File: src/rtl/adder_join_if.sv
// ----------------------------------------------------------------------------
// adder_join_if
//   Handshake bundle for the adder_join stage: per-channel input valid/ready
//   with packed operands, the registered-sum output handshake, and flush.
//
//   flush      1            synchronous clear of the whole stage
//   in_data    CH_N*DATA_W  channel i at [i*DATA_W +: DATA_W]
//   in_valid   CH_N         per-channel valid
//   in_ready   CH_N         per-channel ready (channel FIFO not full)
//   out_data   OUT_W        registered sum
//   out_valid  1            registered sum is valid
//   out_ready  1            downstream accepts out_data
//
//   master: producer/consumer side; slave: the adder_join stage itself.
// ----------------------------------------------------------------------------
interface adder_join_if #(
    parameter int DATA_W = 16,
    parameter int CH_N   = 2
);
    localparam int OUT_W = DATA_W + $clog2(CH_N);

    logic                     flush;
    logic [CH_N*DATA_W-1:0]   in_data;
    logic [CH_N-1:0]          in_valid;
    logic [CH_N-1:0]          in_ready;
    logic [OUT_W-1:0]         out_data;
    logic                     out_valid;
    logic                     out_ready;

    modport master (
        output flush, in_data, in_valid, out_ready,
        input  in_ready, out_data, out_valid
    );

    modport slave (
        input  flush, in_data, in_valid, out_ready,
        output in_ready, out_data, out_valid
    );
endinterface

File: src/rtl/adder_join.sv
// ----------------------------------------------------------------------------
// adder_join
//   N-channel join-and-add stage. Each channel buffers operands in its own
//   elastic FIFO so operands may arrive skewed. When every channel holds a
//   word, one word is popped from each and their extended sum is registered
//   onto a valid/ready output.
//
//   clk   single clock
//   rst   asynchronous, active-high reset of pointers, counts, output register
//   bus   adder_join_if.slave (flush, in_data/in_valid/in_ready,
//         out_data/out_valid/out_ready)
//
//   Parameters: DATA_W operand width, CH_N channels (2..8), FIFO_DEPTH entries
//   per channel (power of 2, >= 2), SIGNED selects sign- vs zero-extension.
// ----------------------------------------------------------------------------
module adder_join #(
    parameter int DATA_W     = 16,
    parameter int CH_N       = 2,
    parameter int FIFO_DEPTH = 4,
    parameter int SIGNED     = 0
) (
    input  logic           clk,
    input  logic           rst,
    adder_join_if.slave    bus
);
    localparam int OUT_W = DATA_W + $clog2(CH_N);
    localparam int EXT_W = OUT_W - DATA_W;
    localparam int PTR_W = $clog2(FIFO_DEPTH);
    localparam int CNT_W = $clog2(FIFO_DEPTH + 1);
    localparam logic [CNT_W-1:0] FULL = CNT_W'(FIFO_DEPTH);

    logic [DATA_W-1:0] mem_q    [CH_N][FIFO_DEPTH];
    logic [PTR_W-1:0]  wr_ptr_q [CH_N];
    logic [PTR_W-1:0]  wr_ptr_d [CH_N];
    logic [PTR_W-1:0]  rd_ptr_q [CH_N];
    logic [PTR_W-1:0]  rd_ptr_d [CH_N];
    logic [CNT_W-1:0]  cnt_q    [CH_N];
    logic [CNT_W-1:0]  cnt_d    [CH_N];

    logic [CH_N-1:0]   ready;
    logic [CH_N-1:0]   not_empty;
    logic [CH_N-1:0]   push;
    logic              fire;
    logic [DATA_W-1:0] head;
    logic [OUT_W-1:0]  sum;
    logic [OUT_W-1:0]  out_data_q, out_data_d;
    logic              out_valid_q, out_valid_d;

    // Ready is decoded from the registered count only, so a full FIFO stays
    // not-ready even in a cycle where it is being popped.
    // NOTE: every signal written in always_comb gets a default before any
    // conditional assignment; otherwise synthesis infers a latch.
    always_comb begin
        ready     = '0;
        not_empty = '0;
        push      = '0;
        for (int i = 0; i < CH_N; i++) begin
            ready[i]     = (cnt_q[i] != FULL);
            not_empty[i] = (cnt_q[i] != '0);
            push[i]      = bus.in_valid[i] && ready[i] && !bus.flush;
        end
    end

    // The only combinational path from out_ready: it frees the output
    // register and therefore allows a pop in the same cycle.
    assign fire = (&not_empty) && (!out_valid_q || bus.out_ready) && !bus.flush;

    // Sum of the FIFO heads, each extended to OUT_W so the sum cannot overflow.
    always_comb begin
        sum  = '0;
        head = '0;
        for (int i = 0; i < CH_N; i++) begin
            head = mem_q[i][rd_ptr_q[i]];
            if (SIGNED != 0) begin
                sum = sum + {{EXT_W{head[DATA_W-1]}}, head};
            end else begin
                sum = sum + {{EXT_W{1'b0}}, head};
            end
        end
    end

    always_comb begin
        for (int i = 0; i < CH_N; i++) begin
            wr_ptr_d[i] = wr_ptr_q[i];
            rd_ptr_d[i] = rd_ptr_q[i];
            cnt_d[i]    = cnt_q[i];
            if (bus.flush) begin
                wr_ptr_d[i] = '0;
                rd_ptr_d[i] = '0;
                cnt_d[i]    = '0;
            end else begin
                // Pointers wrap naturally because FIFO_DEPTH is a power of 2.
                if (push[i]) wr_ptr_d[i] = wr_ptr_q[i] + PTR_W'(1);
                if (fire)    rd_ptr_d[i] = rd_ptr_q[i] + PTR_W'(1);
                if (push[i] && !fire)      cnt_d[i] = cnt_q[i] + CNT_W'(1);
                else if (!push[i] && fire) cnt_d[i] = cnt_q[i] - CNT_W'(1);
            end
        end

        out_valid_d = out_valid_q;
        out_data_d  = out_data_q;
        if (bus.flush) begin
            out_valid_d = 1'b0;
        end else if (fire) begin
            out_valid_d = 1'b1;
            out_data_d  = sum;
        end else if (bus.out_ready) begin
            out_valid_d = 1'b0;
        end
    end

    // NOTE: sequential state is updated with non-blocking assignments so all
    // registers sample their next-state values from the same clock edge.
    always_ff @(posedge clk or posedge rst) begin
        if (rst) begin
            for (int i = 0; i < CH_N; i++) begin
                wr_ptr_q[i] <= '0;
                rd_ptr_q[i] <= '0;
                cnt_q[i]    <= '0;
            end
            out_valid_q <= 1'b0;
            out_data_q  <= '0;
        end else begin
            for (int i = 0; i < CH_N; i++) begin
                wr_ptr_q[i] <= wr_ptr_d[i];
                rd_ptr_q[i] <= rd_ptr_d[i];
                cnt_q[i]    <= cnt_d[i];
            end
            out_valid_q <= out_valid_d;
            out_data_q  <= out_data_d;
        end
    end

    // NOTE: FIFO storage has no reset; entries are only ever read after a
    // push has written them, so clearing pointers and counts is sufficient.
    always_ff @(posedge clk) begin
        for (int i = 0; i < CH_N; i++) begin
            if (push[i]) mem_q[i][wr_ptr_q[i]] <= bus.in_data[i*DATA_W +: DATA_W];
        end
    end

    assign bus.in_ready  = ready;
    assign bus.out_valid = out_valid_q;
    assign bus.out_data  = out_data_q;
endmodule

File: src/flat_wrapper.sv
// flat-port wrapper written by rule: the top's interface ports become plain ports
module adder_join_flat 
#(
    parameter int DATA_W     = 16,
    parameter int CH_N       = 2,
    parameter int FIFO_DEPTH = 4,
    parameter int SIGNED     = 0
)
  (clk, rst, bus_flush, bus_in_data, bus_in_valid, bus_out_ready, bus_in_ready, bus_out_data, bus_out_valid);
  adder_join_if #(.DATA_W(DATA_W), .CH_N(CH_N)) bus_i ();
  input  logic clk;
  input  logic rst;
  input wire logic [$bits(bus_i.flush)-1:0] bus_flush;
  input wire logic [$bits(bus_i.in_data)-1:0] bus_in_data;
  input wire logic [$bits(bus_i.in_valid)-1:0] bus_in_valid;
  input wire logic [$bits(bus_i.out_ready)-1:0] bus_out_ready;
  output wire logic [$bits(bus_i.in_ready)-1:0] bus_in_ready;
  output wire logic [$bits(bus_i.out_data)-1:0] bus_out_data;
  output wire logic [$bits(bus_i.out_valid)-1:0] bus_out_valid;
  assign bus_i.flush = bus_flush;
  assign bus_i.in_data = bus_in_data;
  assign bus_i.in_valid = bus_in_valid;
  assign bus_i.out_ready = bus_out_ready;
  assign bus_in_ready = bus_i.in_ready;
  assign bus_out_data = bus_i.out_data;
  assign bus_out_valid = bus_i.out_valid;
  adder_join #(.DATA_W(DATA_W), .CH_N(CH_N), .FIFO_DEPTH(FIFO_DEPTH), .SIGNED(SIGNED)) u_core (.clk(clk), .rst(rst), .bus(bus_i));
endmodule
File: config.mk
export PLATFORM = sky130hd
export DESIGN_NAME = adder_join_flat
export DESIGN_NICKNAME = d
export VERILOG_FILES = /design/src/rtl/adder_join_if.sv /design/src/rtl/adder_join.sv /design/src/flat_wrapper.sv
export SDC_FILE = /design/constraint.sdc
export NUM_CORES = 1
export LEC_CHECK = 0
export ABC_AREA = 1
export CORE_MARGIN = 4
export CORE_UTILIZATION = 62
export DETAILED_ROUTE_END_ITERATION = 12
export HOLD_SLACK_MARGIN = 0.03
export PLACE_DENSITY = 0.92
export SYNTH_ARGS = -nofsm -noshare
export SYNTH_HDL_FRONTEND = slang
export SYNTH_SLANG_ARGS = --single-unit
File: constraint.sdc
create_clock -name clk -period 7.1 [get_ports clk]
set_input_delay 1.42 -clock clk [delete_from_list [all_inputs] [get_ports clk]]
set_output_delay 1.42 -clock clk [all_outputs]
set_load 0.05 [all_outputs]
# Word level (Yosys, flattened, before mapping)
# Memory sizes are Yosys's and may differ from the RTL's.
# Cells that the tools add are included.
# totals
ff_bits,32
ram_bits,128
output_inout_bits,20
elab_cells,90
mem_count,1
# mem_list
memory,words,word_bits,read_ports,rd_ports_with_merged_regs,write_ports,line_no,text
u_core.mem_q,2,64,2,0,2,adder_join.sv:32,logic [DATA_W-1:0] mem_q [CH_N][FIFO_DEPTH];
# op_classes
add_sub_neg,9
n_lt_le_gt_ge,6
eq_ne,2
mux,31
bitwise_logic,5
reduce_logical,28
# op_table
operator,n
64-bit 2-to-1 mux,2
16-bit 2-to-1 mux,6
16-bit binary-select mux with 2-bit select,2
16-bit demux with 2-bit select,2
3-bit 2-to-1 mux,6
16-bit by 16-bit adder with 17-bit output,1
2-bit 2-to-1 mux,8
3-bit nonzero test,5
3-bit >= comparator (second input constant),4
1-bit logical AND,12
2-bit inverter with 3-bit output,4
2-bit by 1-bit adder with 2-bit output (second input constant),4
3-bit by 1-bit adder with 3-bit output (second input constant),2
3-bit by 1-bit less-than comparator with 1-bit output (second input constant),2
3-bit inequality test (second input constant),2
2-bit nonzero test,3
3-bit by 1-bit subtractor with 3-bit output (second input constant),2
1-bit logical NOT,5
1-bit 2-to-1 mux,5
2-bit AND reduction,2
1-bit logical OR,1
1-bit inverter,1

# Depth between registers and ports, before layout
# logic_depth
depth_word,8
ltp_mapped,16
ltp_nobuf,14

# Least setup slack after synthesis
# No wires, ideal clock.
# synth_path
path_type,input port to flip-flop
start,in bus_in_valid[1]
end,"mem u_core.mem_q[0][100] (netlist bit), enable pin"
arrival_ps,2433
required_ps,6711
setup_slack_ps,4278
cell_stages,4
cell_sequence,nand2_1 > nor2_4 > inv_2 > nor2_1
# synth_rtl
item,line_no,text
from (decl),flat_wrapper.sv:15,input wire logic [$bits(bus_i.in_valid)-1:0] bus_in_valid;
to (decl),adder_join.sv:32,

# Final worst setup path
# layout_path
start,reg u_core.rd_ptr_q[2] (netlist bit)
end,"reg u_core.out_data_q[8], in the netlist u_core.bus.out_data[8]"
# layout_between
elab_chain_len,5
# layout_lines
item,line_no,text
from (decl),adder_join.sv:35,logic [PTR_W-1:0] rd_ptr_q [CH_N];
"from (signal, indexed assignment)",adder_join.sv:126,rd_ptr_q[i] <= rd_ptr_d[i];
2-bit inverter with 3-bit output (not written as such),adder_join.sv:73,head = mem_q[i][rd_ptr_q[i]];
16-bit binary-select mux with 2-bit select,adder_join.sv:73,
16-bit 2-to-1 mux (not written as such) (2 in a row),adder_join.sv:73,
16-bit by 16-bit adder with 17-bit output,adder_join.sv:77,"sum = sum + {{EXT_W{1'b0}}, head};"
to (signal assigned),adder_join.sv:130,out_data_q <= out_data_d;
to (decl),adder_join.sv:46,"logic [OUT_W-1:0] out_data_q, out_data_d;"
# No other way between the ends. The select of a mux whose other input is x is not followed.
# A chain may end at the register's enable or synchronous reset.

==> impl_metrics.tcl <==
set metrics [dict create \
    peakVddDrop_mv 0.3073 \
    period_needed_ns 4.417 \
    hpwl_um 11160 \
    syn_avg_cell_area_um2 10.50 \
    use_met2_pct 45.92 \
    synth_top_flop_cell "edfxtp_1" \
    io_buffers 57 \
    row_count 39 \
    grt_use_met3_pct 5.699 \
    layout-drive-gt1-share_pct 7.292 \
    synth_edf_count 128 \
    async_flop_share_pct 20.00 \
    cp.required_ns 7.42 \
    critical_path_class "reg2reg" \
    antenna_found_initial 0 \
    num-fill-cells 687 \
    multiInputGateArea_um2 2250 \
    clock_sinks 160 \
    yosysSeqAreaShare_pct 63.83 \
    p_leak_uw 0.003471 \
    area_delta_synth_final_pct 17.70 \
    routedWlPerCell_um 19.00 \
    final_common_cell "nand2_1" \
    gp_congestion 0.9734 \
    core_area_um2 11470 \
    use_met1_pct 33.99 \
    cts_resized 0 \
    setup_viol 0 \
    rsz0062_at_grt "false" \
    cts_root_buf "clkbuf_16" \
    fin_nets 820 \
    diodes 0 \
    post-route-period-util_pct 62.22 \
    worst_slew_pin_slew_ns 1.016 \
    die_area_um2 13530 \
    grt.total_usage_pct 27.33 \
    grt_pass1_vias 5455 \
    clk_pin_slew_worst_paths_ns 0.06 \
    cts_buffers 17 \
    ys_ff_latch 160 \
    seq_area_um2 4644 \
    finalHoldViolations 0 \
    utilization_pct 74.68 \
    synth_area_um2 7276 \
    cp_max_fo 35 \
    route.vias.total 5479 \
    hold_ws_ns 0.4827 \
    setup_tns_ns 0 \
    grt_start_max_net_pins 36 \
    wirelength_um 17310 \
    slew_headroom_pct 32.29 \
    grt_first_pass_wirelength_um 27880 \
    grt_overflow 0 \
    yosysWarnings 0 \
    finalClockSkew_ns 0.005648 \
    netlist-cell-type-count 32 \
    firstDrtPassIters 5 \
    status "finished clean" \
    antenna_left 0 \
    drt-initial-drc-count 628 \
    fp.dieH_um 116.3 \
    power_uw 4165 \
    synthCells 693 \
    finalMaxSlewViolations 0 \
    htreeDepth 4 \
    max_cap_viol_count 0 \
    layout_common_cells "nand2_1, edfxtp_1, nor2_1" \
    p_per_area_nw_per_um2 486.4 \
    clkLatencyLatePin_ns 0.42 \
    grt.busiest_layer "met2" \
    critPathLaunchType "register" \
    fmax_ghz 0.2264 \
    crit_path_end_kind "register" \
    ctsHoldBuffers 0 \
    drc_errors 0 \
    io-pin-count 58 \
    syn_nets 758 \
    cts_tree "done" \
    clk_path_buf_depth 2 \
    start_util_pct 63.45 \
    cts_setup_buffers 0 \
    die_x_um 116.3 \
    hp-class "reg2reg" \
    cp.arrival_ns 4.73 \
    vias_per_cell 6.014 \
]
report_power, final:
| group | internal [uW] | total, uW | leakage, uW | switching (uW) |
|---|---|---|---|---|
| clock | 519 | 894 | 0.000265 | 375 |
| sequential | 1130 | 1250 | 0.00157 | 118 |
| combinational | 658 | 2020 | 0.00164 | 1360 |
| total | 2310 | 4160 | 0.00347 | 1850 |
stage by stage:
| step | cell area (um^2) | setup WS [ns] | std cells |
|---|---|---|---|
| 6_report | 8563 | 2.683 | 911 |
| 3_5_place_dp | 7993 | 2.998 | 879 |
| 4_1_cts | 8563 | 2.816 | 911 |
| 2_1_floorplan | 7276 | 4.278 | 693 |
| 5_1_grt | 8563 | 2.344 | 911 |
| 3_3_place_gp | 7979 | 3.134 | 878 |
worst max-delay path: stages (launching register included):
cell      delay [ns]
dfrtp_1         1.01
clkinv_1        1.02
o21ai_0         0.46
o22ai_1         0.22
ha_1            0.28
inv_1           0.11
fa_1            0.22
inv_1           0.08
nand3_1         0.09
nand3_1         0.17
nand2_1         0.12
nand2_1         0.09
or2_2           0.28
nand3_1         0.07
nand2_1         0.05
final timing paths:
| kind | cells after the start | from | slack (ns) | endpoint |
|---|---|---|---|---|
| max in group asynchronous | 3 | rst | 5.41 | u_core.rd_ptr_q[3] |
| min in group asynchronous | 3 | rst | 1.39 | u_core.bus.out_data[9] |
| setup / recovery | 14 | u_core.rd_ptr_q[2] | 2.68 | u_core.bus.out_data[8] |
| setup reg to reg | 14 | u_core.rd_ptr_q[2] | 2.68 | u_core.bus.out_data[8] |
| hold / removal | 2 | u_core.bus.out_data[15] | 0.48 | u_core.bus.out_data[15] |
| hold reg to reg | 2 | u_core.bus.out_data[15] | 0.48 | u_core.bus.out_data[15] |
logic make-up (layout without fill, tap and decap cells):
kind of cell             after synthesis  in the layout  share of synthesized area (%)
buffers and inverters                 98            173                          5.279
XOR/XNOR                               4              4                         0.4816
AND/OR/NAND/NOR                      283            283                          16.23
adder cells (fa/ha/maj)               27             27                          4.953
AO/OA/AOI/OAI                        121            121                          9.218
flip-flops                           160            160                          63.83
synthesized netlist by cell type (3+ instances only):
cell        n  area [um^2]
o21ai_0    71        355.3
nor2_4      3        33.78
edfxtp_1  128         3844
buf_2       4        20.02
nand3_1    32        160.2
fa_1        3        60.06
dfrtp_1    32        800.8
xnor2_1     3        26.28
ha_1       24        300.3
nor2_1     86        322.8
or2_2       4        25.02
o21ai_1     3        15.01
clkbuf_1   16        60.06
nand3b_1    3        22.52
nand2_2     4        25.02
nand2_1   145        544.3
o22ai_1    30        187.7
a21oi_1    12        60.06
inv_2       6        22.52
inv_1      68        255.2
nor3_1      3        15.01
final cells by class:
type	count	share of cell area [%]
timing repair buffer	65	7.408
multi-input combinational	435	26.27
clock inverter	12	1.563
clock buffer	20	5.099
tap	143	2.089
sequential	160	54.24
inverter	76	3.331
state kept, by name, summed over array words and instances, names as in the netlist:
signal	flops
u_core.mem_q	128
u_core.bus.out_data	17
u_core.cnt_q	6
u_core.rd_ptr_q	4
u_core.wr_ptr_q	4
u_core.bus.out_valid	1
per-layer routing:
| metal | vias up | wire length (um) |
|---|---|---|
| met2 | 339 | 8841 |
| met1 | 2597 | 6404 |
| met3 | 61 | 1456 |
| met4 | 0 | 608 |
| li1 | 2482 | - |
| met5 | - | 0 |
Note: power is estimated with default switching activity, not from simulation.
==> edit 1, RTL diff (same flow settings) <==
Take the reset off `out_data_q` and load it in a clocked block of its own.
--- a/src/rtl/adder_join.sv
+++ b/src/rtl/adder_join.sv
@@ -120,5 +120,4 @@
             end
             out_valid_q <= 1'b0;
-            out_data_q  <= '0;
         end else begin
             for (int i = 0; i < CH_N; i++) begin
@@ -128,6 +127,9 @@
             end
             out_valid_q <= out_valid_d;
-            out_data_q  <= out_data_d;
         end
+    end
+
+    always_ff @(posedge clk) begin
+        out_data_q <= out_data_d;
     end
 
Formal check against the unedited RTL: differs if rst is asserted again (counterexample within 4 cycles, from zero or initial values and one cycle with rst high); with rst held inactive, the same outputs for 4 cycles.
==> edit 1 against the unedited design <==
Hold slack improved by 12 ps. Non-clock buffer count up 2. Design area fell by 2.5%. Sequential cell count unchanged. Global-route usage fell by 1.8 points. Area after synthesis down 3.5%. Setup slack better by 160 ps. Clock power up 0.7%. Power fell by 1.3%. Routed wire length shrank 7.4%. Critical path type unchanged.
==> edit 1: results (changes against the unedited design) <==
Status
  – Status: finished, final reports clean (unchanged)

Layout
  – Number of fill cells: 636 (was 687)
  – Finished Layout Cells: 815 (was 911)
  – Post-layout nets: 727 (was 820)
  – Register area: 4730 µm² (was 4644 µm²)
  – Fraction of layout cells with a size suffix above 1: 8.000% (was 7.292%)

Power and ir drop
  – LEAKAGE: 3.134 nW (was 3.471 nW)
  – Max VDD drop: 0.0003215 V (was 0.0003073 V)

Detailed routing
  – WL per Instance: 19.66 µm (was 19.00 µm)
  – 1st-pass router iterations: 6 (was 5)
  – DR vias: 4988 (was 5479)

Placed design
  – Inst Count DP: 783 (was 879)
  – DP Area: 7764 µm² (was 7993 µm²)
  – RePlAce Congestion: 0.9187 (was 0.9734)

Synthesis
  – Post-synthesis sequential area ratio: 67.39% (was 63.83%)
  – Most common library cells after synthesis: edfxtp_1 (145), nor2_1 (87), o21ai_0 (73) (was nand2_1 (145), edfxtp_1 (128), nor2_1 (86))
  – Asr flop ratio synth: 9.375% (was 20.00%)
  – Synth unique cells: 31 (was 32)
  – Syn Nets: 660 (was 758)
  – Area contributors post-synth: edfxtp_1 (62%), dfrtp_1 (5.3%), o21ai_0 (5.2%) (was edfxtp_1 (53%), dfrtp_1 (11%), nand2_1 (7.5%))

Critical path
  – Reg-to-Reg Start: u_core.rd_ptr_q[0]$_DFFE_PP0P_ (was u_core.rd_ptr_q[2]$_DFFE_PP0P_)
  – FF-to-FF path depth: 11 (was 14)
  – R2R Setup Slk: 2850 ps (was 2680 ps)

STA
  – Max-slew headroom: 33.69% (was 32.29%)

Hold path
  – HP Start: u_core.cnt_q[0]$_DFFE_PP0P_ (was u_core.bus.out_data[15]$_DFFE_PP0P_)

Global routing
  – Overall routing resource usage: 25.54% (was 27.33%)
  – Number of global-route vias before repair: 4820 (was 5455)
-- edit 1: changes by cell type in the layout (fill, tap and decap cells not counted), sizes merged, moves of 2 or more --
cell,unedited run,this run
nand2,149,74
inv,76,51
dfrtp,32,15
edfxtp,128,145
xor2,1,12
a21oi,12,20
or2,5,0
clkbuf,20,17
nand3,32,29
a21o,0,2
buf,8,10
nand3b,4,2
nor3,3,1
-- edit 1: worst max path at each step --
stage | endpoint | cells past startpoint | startpoint | slack [ps]
finish | u_core.bus.out_data[8]$_DFFE_PP_ | 11 | u_core.rd_ptr_q[0]$_DFFE_PP0P_ | 2850
global route | u_core.bus.out_data[11]$_DFFE_PP_ | 11 | u_core.rd_ptr_q[0]$_DFFE_PP0P_ | 2530
CTS | u_core.bus.out_data[8]$_DFFE_PP_ | 11 | u_core.rd_ptr_q[0]$_DFFE_PP0P_ | 3010
detailed placement | u_core.bus.out_data[11]$_DFFE_PP_ | 11 | u_core.rd_ptr_q[0]$_DFFE_PP0P_ | 3120
global placement | u_core.bus.out_data[8]$_DFFE_PP_ | 14 | u_core.rd_ptr_q[0]$_DFFE_PP0P_ | 3440
floorplan | u_core.mem_q[0][100]$_DFFE_PP_ | 4 | bus_in_valid[1] | 4210
-- edit 1: cell families after synthesis --
family | after synthesis | synth area share (%)
buffers and inverters | 67 | 3.637
AO/OA/AOI/OAI | 132 | 10.38
AND/OR/NAND/NOR | 195 | 11.71
flip-flops | 160 | 67.39
XOR/XNOR | 14 | 1.747
adder cells (fa/ha/maj) | 27 | 5.135
-- edit 1: cell type report --
| cell class | count | share of cell area (%) |
|---|---|---|
| Multi-Input combinational cell | 368 | 24.35 |
| Clock inverter | 15 | 1.918 |
| Sequential cell | 160 | 56.65 |
| Tap cell | 140 | 2.098 |
| Clock buffer | 17 | 5.095 |
| Inverter | 48 | 2.158 |
| Timing Repair Buffer | 67 | 7.733 |
-- edit 1: report_power, final --
group          switching (mW)  internal (mW)  total (mW)  leakage, nW
sequential             0.0819           1.24        1.32         1.51
clock                   0.379          0.522       0.900        0.270
combinational            1.26          0.623        1.89         1.35
-- edit 1: through the flow --
stage / power (mW) / hold WS [ps] / worst slack [ps]
after floorplan: 2.650 / 448.3 / 4213
after global placement: 3.062 / 464.0 / 3442
after detailed placement: 3.162 / 472.2 / 3122
after CTS: 4.074 / 489.1 / 3006
after global routing: 4.338 / 547.1 / 2535
final: 4.109 / 494.4 / 2847
-- edit 1: routing by layer --
metal  vias up  part of all wire (%)
met1      2328                    37
met4         0                   2.9
met5         -                     0
met2       375                    50
met3        44                    10
li1       2241                     -
==> edit 2, RTL diff (config.mk and constraints unchanged) <==
Made on the original files. `SIGNED` is set to 0 in 2 places; all go to 1.
--- a/src/rtl/adder_join.sv
+++ b/src/rtl/adder_join.sv
@@ -18,5 +18,5 @@
     parameter int CH_N       = 2,
     parameter int FIFO_DEPTH = 4,
-    parameter int SIGNED     = 0
+    parameter int SIGNED     = 1
 ) (
     input  logic           clk,
--- a/src/flat_wrapper.sv
+++ b/src/flat_wrapper.sv
@@ -5,5 +5,5 @@
     parameter int CH_N       = 2,
     parameter int FIFO_DEPTH = 4,
-    parameter int SIGNED     = 0
+    parameter int SIGNED     = 1
 )
   (clk, rst, bus_flush, bus_in_data, bus_in_valid, bus_out_ready, bus_in_ready, bus_out_data, bus_out_valid);
Function: changed (Yosys sat finds a counterexample within 4 cycles, from zero or initial values and one cycle with rst high).
==> edit 2 against the unedited design <==
Die area rose by 0.17%. Area after synthesis grew 0.19%. Design area up 0.95%. Fmax grew 7.1%. Power rose by 1.4%. Routed wire length decreased by 3.1%. Sequential cell count unchanged. Setup slack better by 290 ps. Largest power group unchanged. Highest routed layer unchanged.
==> edit 2: results (changes against the unedited design) <==
Critical path
  – FF-to-FF path depth: 14 (unchanged)
  – Max FO, Critical Path: 35 (unchanged)
  – Worst EP arrival: 4440 ps (was 4730 ps)

Status
  – Status: finished, final reports clean (unchanged)

Global routing
  – GR Util met2: 45.00% (was 45.92%)
  – GR met3 Demand/Resource: 6.321% (was 5.699%)
  – Number of global-route vias before repair: 5440 (was 5455)
  – Grt met1 use: 32.47% (was 33.99%)
  – Overall routing resource usage: 26.46% (was 27.33%)
  – Initial antenna violation count: 0 (unchanged)
  – First-pass GRT wire length: 26640 µm (was 27880 µm)
  – Pin count of the biggest net entering global routing: 36 (unchanged)

Synthesis
  – Area contributors post-synth: edfxtp_1 (53%), dfrtp_1 (11%), nand2_1 (7.7%) (was edfxtp_1 (53%), dfrtp_1 (11%), nand2_1 (7.5%))
  – YS warnings: 0 (unchanged)
  – Asr flop ratio synth: 20.00% (unchanged)
  – Post-synth EDFFs: 128 (unchanged)
  – Synth unique cells: 32 (unchanged)
  – Post-synthesis sequential area ratio: 63.71% (was 63.83%)
  – Most common library cells after synthesis: nand2_1 (149), edfxtp_1 (128), nor2_1 (77) (was nand2_1 (145), edfxtp_1 (128), nor2_1 (86))
  – Syn Nets: 756 (was 758)

Placed design
  – Pre-CTS setup slack: 3140 ps (was 2998 ps)
  – PortBufs: 57 (unchanged)
  – DP HPWL: 10740 µm (was 11160 µm)
  – DP Area: 8011 µm² (was 7993 µm²)
  – RePlAce Congestion: 0.9152 (was 0.9734)

Clock network
  – Postcts setup bufs: 0 (unchanged)
  – Worst skew pair latency: 430 ps
  – Clock buffer depth: 2 (unchanged)
  – CTS Root Cell: clkbuf_16 (unchanged)
  – Cts bufs inserted: 17 (unchanged)
  – CTS HTree Levels: 4 (unchanged)
  – CTS resizes: 0 (unchanged)
  – Clk slew on worst S/H paths: 60 ps (about the same)

Power and ir drop
  – LEAKAGE: 3.544 nW (was 3.471 nW)
  – Max VDD drop: 0.0003547 V (was 0.0003073 V)

STA
  – Max-slew headroom: 27.40% (was 32.29%)
  – Setup Skew: 6.194 ps (was 5.648 ps)
  – Max-slew violation count: 0 (unchanged)

Detailed routing
  – Total wire length: 16770 µm (was 17310 µm)
  – Met1 WL: 6204 µm (was 6404 µm)
  – 1st-pass router iterations: 5 (unchanged)
  – DR WL met2: 8522 µm (was 8841 µm)
  – Vias/cell: 5.913 (was 6.014)
  – DR iter-0 viols: 535 (was 628)
  – Top Layer Used: met4 (unchanged)
  – Met3 WL: 1586 µm (was 1456 µm)

Layout
  – Diode count: 0 (unchanged)
  – Commonest non-fill, non-tap cell in the layout: nand2_1 (unchanged)
  – Post-layout nets: 820 (unchanged)
  – Fraction of layout cells with a size suffix above 1: 7.422% (was 7.292%)
  – Max reg flops: 128 (unchanged)

Run
  – Max cap viols: 0 (unchanged)

Hold path
  – Worst hold stages: 1 (was 2)
  – Worst Hold Class: flop to flop (unchanged)
-- edit 2: cell types whose count changed in the layout (fill, tap and decap cells not counted), moves of 3 or more --
cell      before  now
nand3_1       32   25
nor2_1        85   77
nand3b_1       3    6
nand2_1      145  149
inv_1         68   71
a21oi_1       12   17
xor2_1         1    4
nand3_2        0    3
clkbuf_1       3    0
-- edit 2: critical path: stages (launching register included) --
cell and delay, ps:
dfrtp_1 1010, clkinv_1 1030, o21ai_0 470, o22ai_1 160
ha_1 230, inv_1 70, fa_1 210, inv_1 60
nand2_1 60, nand2_1 90, nand3_1 100, nand2_1 100
or2_2 280, nand3_1 70, nand2_1 50
-- edit 2: cells by family (layout without fill, tap and decap cells) --
logic type | count (synthesis) | count (layout) | synth area share [%]
buffers and inverters | 98 | 175 | 5.269
AOI/OAI and AO/OA | 126 | 126 | 9.441
xor gates and xnor gates | 7 | 7 | 0.8411
adders and majority gates | 27 | 27 | 4.943
and+or+nand+nor | 273 | 273 | 15.79
DFF | 160 | 160 | 63.71
-- edit 2: stage by stage --
stage	power [mW]	hold slack, ps	instances	utilization [%]
2_1_floorplan	2.673	444.8	691	-
3_3_place_gp	3.092	456.4	879	69.86
3_5_place_dp	3.182	468.1	879	69.86
4_1_cts	4.192	476.7	911	75.38
5_1_grt	4.500	520.7	911	75.38
6_report	4.223	471.3	911	75.38
-- edit 2: power by group --
group	total (mW)	leakage [nW]	internal [mW]	switching, mW
Sequential	1.25	1.57	1.14	0.119
Combinational	2.00	1.67	0.667	1.33
Clock	0.970	0.304	0.593	0.376
-- edit 2: path summary, 6_finish.rpt --
check                                                from                                  to  slack (ps)
setup / recovery           u_core.rd_ptr_q[0]$_DFFE_PP0P_  u_core.bus.out_data[8]$_DFFE_PP0P_        2970
hold / removal                u_core.cnt_q[3]$_DFFE_PP0P_         u_core.cnt_q[3]$_DFFE_PP0P_         470
setup reg to reg           u_core.rd_ptr_q[0]$_DFFE_PP0P_  u_core.bus.out_data[8]$_DFFE_PP0P_        2970
hold reg to reg               u_core.cnt_q[3]$_DFFE_PP0P_         u_core.cnt_q[3]$_DFFE_PP0P_         470
max in group asynchronous                             rst  u_core.bus.out_data[2]$_DFFE_PP0P_        5420
min in group asynchronous                             rst    u_core.bus.out_valid$_DFFE_PP0P_        1380
-- edit 2: final cells by class --
cell class / instances / area (µm²)
Multi-Input combinational cell: 433 / 2261
Sequential cell: 160 / 4644
Clock buffer: 17 / 425.4
Fill cell: 668 / 2823
Timing Repair Buffer: 66 / 638.1
Clock inverter: 15 / 207.7
Inverter: 77 / 289.0
Tap cell: 143 / 178.9
